===== src/rtl/queue_rd_arbiter.sv =====
// Round-robin read scheduler for four queues: grants bursts of up to BURST reads,
// releases early when the granted queue empties, and always idles one cycle between grants.
module queue_rd_arbiter #(
  parameter int BURST = 4,
  parameter int CW    = 4
) (
  input  logic       clk,
  input  logic       rst,
  input  logic [3:0] req_i,
  input  logic       rd_ready_i,
  output logic [3:0] rd_sel_o,
  output logic [1:0] grant_idx_o,
  output logic       rd_en_o,
  output logic       busy_o
);

  typedef enum logic {IDLE, SERVE} state_t;

  state_t          state, state_nxt;
  logic [1:0]      last;
  logic [CW-1:0]   cnt;
  logic [1:0]      winner;
  logic            release_g;

  // State register
  always_ff @(posedge clk or posedge rst) begin
    if (rst) state <= IDLE;
    else     state <= state_nxt;
  end

  // Search starts just past the last-served queue, so it is considered last.
  always_comb begin
    logic       found;
    logic [1:0] idx;
    winner = 2'd0;
    found  = 1'b0;
    for (int k = 1; k <= 4; k++) begin
      idx = last + 2'(k);
      if (!found && req_i[idx]) begin
        winner = idx;
        found  = 1'b1;
      end
    end
  end

  // Next-state logic
  always_comb begin
    state_nxt = state;
    release_g = 1'b0;
    case (state)
      IDLE: if (|req_i) state_nxt = SERVE;
      SERVE: begin
        if (!req_i[grant_idx_o] || (rd_en_o && cnt == CW'(BURST - 1))) begin
          release_g = 1'b1;
          state_nxt = IDLE;
        end
      end
      default: state_nxt = IDLE;
    endcase
  end

  // Output logic
  always_comb begin
    rd_en_o = (state == SERVE) && rd_ready_i && req_i[grant_idx_o];
  end

  always_ff @(posedge clk or posedge rst) begin
    if (rst) begin
      last        <= 2'd3;
      cnt         <= '0;
      rd_sel_o    <= 4'b0000;
      grant_idx_o <= 2'd0;
      busy_o      <= 1'b0;
    end else if (state == IDLE) begin
      cnt <= '0;
      if (|req_i) begin
        rd_sel_o    <= 4'b0001 << winner;
        grant_idx_o <= winner;
        busy_o      <= 1'b1;
      end
    end else if (release_g) begin
      last        <= grant_idx_o;
      cnt         <= '0;
      rd_sel_o    <= 4'b0000;
      grant_idx_o <= 2'd0;
      busy_o      <= 1'b0;
    end else if (rd_en_o) begin
      cnt <= cnt + CW'(1);
    end
  end

endmodule


===== config.mk =====
export PLATFORM = sky130hd
export DESIGN_NAME = queue_rd_arbiter
export DESIGN_NICKNAME = d
export VERILOG_FILES = /design/src/rtl/queue_rd_arbiter.sv
export SDC_FILE = /design/constraint.sdc
export NUM_CORES = 1
export LEC_CHECK = 0
export ABC_CLOCK_PERIOD_IN_PS = 1600
export CAP_MARGIN = 0
export CORE_MARGIN = 2
export CORE_UTILIZATION = 43
export CTS_CLUSTER_SIZE = 24
export DETAILED_ROUTE_END_ITERATION = 10
export PLACE_DENSITY = 0.84
export SYNTH_ARGS = -nofsm -noshare
export SYNTH_HDL_FRONTEND = slang
export SYNTH_SLANG_ARGS = --single-unit

===== constraint.sdc =====
create_clock -name clk -period 1.6 [get_ports clk]
set_input_delay 0.24 -clock clk [delete_from_list [all_inputs] [get_ports clk]]
set_output_delay 0.24 -clock clk [all_outputs]
set_load 0.01 [all_outputs]

==> impl_metrics.tcl <==
set metrics [dict create \
    drc 0 \
    routed_wl_microns 1483 \
    dr.pass1.iters 4 \
    drtIter0Drc 15 \
    synth_warnings 0 \
    root_buffer "clkbuf_4" \
    dieWidth_microns 44.73 \
    muxShareOfSynthArea 0.07719 \
    area_growth_pct 40.53 \
    vias 608 \
    antenna_left 0 \
    register_area_sq_um 352.8 \
    cellLeakagePower_uw 0.0004586 \
    rsz0062_at_grt "yes" \
    critical_path_class "reg2out" \
    clock_latency_ns 0.27 \
    ios 15 \
    crit_required_ns 1.36 \
    clkSinkCount 14 \
    setup-tns-final_ns -0.5451 \
    coreArea_sq_um 1524 \
    synth_seq_cells 14 \
    synth_top_cell_by_area "dfrtp_1" \
    ys_seq_area_frac 0.4947 \
    numCtsBuffers 3 \
    fin_skew_ns 0.001060 \
    fill_cells 129 \
    hold_viol 0 \
    failed_checks "negative setup slack" \
    synth_top_family_by_area "simple AND/OR/NAND/NOR gates" \
    syn_area_per_cell_sq_um 10.81 \
    critPathSlowestCell "mux4_2" \
    crit_start "grant_idx_o[0]$_DFFE_PP0P_" \
    portBuffers 14 \
    die_area_sq_um 2000 \
    cts_max_path_buffers 2 \
    arrival_ns 1.47 \
    dpl.hpwl_microns 1124 \
    antenna_cells 0 \
    final.period_utilization 1.067 \
    syn_nets 74 \
    drv_slew 0 \
    grt_pass1_vias 598 \
    tritoncts "yes" \
    path_cells "mux4_2, and3_1, buf_2" \
    p_per_area_nw_per_um2 1653 \
    post-place-ws_ns -0.4641 \
    fin_ws_ns -0.1068 \
    synth-main-ff-cell "dfrtp_1" \
    synth_cell_types 29 \
    synth-simple-area-share 0.1965 \
    synth.area.top_cells "dfrtp_1 (42%), dfstp_2 (7.4%), nand2_1 (4.2%)" \
    worst_pin_slew_ns 0.4983 \
    wire_per_inst_microns 13.24 \
    fmax_mhz 585.9 \
    synth-edff-count 0 \
    synth_top_cell_area_share 0.4211 \
    holdCritPathClass "in2async" \
    critPathMaxFanout 2 \
    synthAdderAreaFrac 0.01754 \
    vdd_drop_max_mv 0.9260 \
    multi_input_area_sq_um 357.8 \
    maxSlewHeadroom 0.6674 \
    grt_max_degree 15 \
    syn_area_sq_um 713.2 \
    r2r_start "grant_idx_o[0]$_DFFE_PP0P_" \
    grt_pass1_wl_microns 2518 \
    setup_viol 9 \
    postCtsHoldBufs 0 \
    layout-drive-gt1-share 0.2708 \
    synth_xor_xnor_area_share 0.01228 \
    grt_usage 0.1694 \
    synthCells 66 \
    outcome "finished with violations" \
    grt_overflow 0 \
    critPathLaunchType "register" \
    nets 105 \
    htree_levels 1 \
    initial_core_util 0.4680 \
    die_height_microns 44.73 \
    cts.reportedPaths.clkPinSlew_ns 0.08 \
    max_cap_violations 0 \
    end_kind "output pin" \
    gp_congestion 0.8213 \
    async_flop_share 1.000 \
    finalCriticalPeriod_ns 1.707 \
    crit_path_max_incr_delay_ns 0.53 \
    synth_compound_area_frac 0.1912 \
    fp-row-count 14 \
    viasPerCell 5.429 \
    antenna_found_initial 0 \
]
[report_power, final]
part / total, uW / switching (uW) / internal [uW]
registers: 602 / 108 / 494
logic: 807 / 347 / 460
clock network: 247 / 109 / 138
[registers in the layout, summed over array words and instances, names as in the netlist]
register / count
last: 2
grant_idx_o: 2
busy_o: 1
state: 1
cnt: 4
rd_sel_o: 4
[cell usage in the layout (no fill, tap or decap), types with 2 or more instances in the layout]
cell and count:
nand3b_1 2, buf_4 11, o2bb2ai_1 2, nand3_1 2, mux2_2 2, a21o_1 3, clkbuf_4 3, dfstp_2 2
inv_1 2, nand2b_1 3, nor2_1 6, dfrtp_1 12, a21oi_1 5, nand2_1 8, clkdlybuf4s50_1 12
[final cells by class]
class,instances,share of cell area
Clock buffer,4,0.03620
Inverter,2,0.007491
Multi-Input combinational cell,50,0.3571
Sequential cell,14,0.3521
Tap cell,16,0.01998
Timing Repair Buffer,26,0.2272
[critical path: cells and delay by family (launching register included)]
family / cells / cell delay (ns)
and+or+nand+nor: 1 / 0.16
DFF: 1 / 0.38
muxes: 1 / 0.53
buffers and inverters: 1 / 0.13
[per-stage QoR]
| stage | hold WS, ns | area (sq um) | power, uW | instances | util |
|---|---|---|---|---|---|
| finish | 0.2824 | 1002 | 1657 | 112 | 0.6576 |
| floorplan | 0.1278 | 713.2 | 1009 | 66 | - |
| global route | 0.3480 | 1002 | 1757 | 112 | 0.6576 |
| global placement | 0.4817 | 948.4 | 1338 | 106 | 0.6223 |
| detailed placement | 0.4765 | 948.4 | 1359 | 106 | 0.6223 |
| CTS | 0.3032 | 993.5 | 1630 | 112 | 0.6519 |
[Yosys cell counts, drive strengths merged, types with 2 or more instances]
master    n
dfrtp    12
nand2     8
nor2      7
a21oi     5
a21o      3
nand2b    3
dfstp     2
inv       2
mux2      2
nand3     2
nand3b    2
o2bb2ai   2
[per-layer routing]
layer | vias to the layer above | part of all wire | GRT usage
met1 | 291 | 0.45 | 0.2237
li1 | 305 | - | -
met4 | 0 | 0.011 | 0.05455
met2 | 10 | 0.51 | 0.2870
met5 | - | 0 | 0
met3 | 2 | 0.026 | 0.02400
[kinds of logic (layout without fill, tap and decap cells)]
family,Yosys count,in the layout
multiplexers,4,4
flip-flops,14,14
XOR/XNOR,1,1
adder cells (fa/ha/maj),1,1
AO/OA/AOI/OAI,17,17
AND/OR/NAND/NOR,27,27
buffers and inverters,2,32
[worst paths after layout]
check	end	slack (ns)	depth (start not counted)
setup / recovery	rd_en_o	-0.11	3
hold / removal	state$_DFF_PP0_	0.28	2
setup reg to reg	last[1]$_DFFE_PP1P_	-0.11	4
hold reg to reg	rd_sel_o[0]$_DFFE_PP0P_	0.50	1
max in group asynchronous	last[1]$_DFFE_PP1P_	0.96	2
min in group clk	rd_sel_o[0]$_DFFE_PP0P_	0.50	1
[repair_timing]
action | CTS | global route
endpoints found under the setup margin | 8 | 10
pin swaps | 1 | 3
setup buffers | 2 | 0
resized for setup | 5 | 2
(Power assumes the default switching activity.)
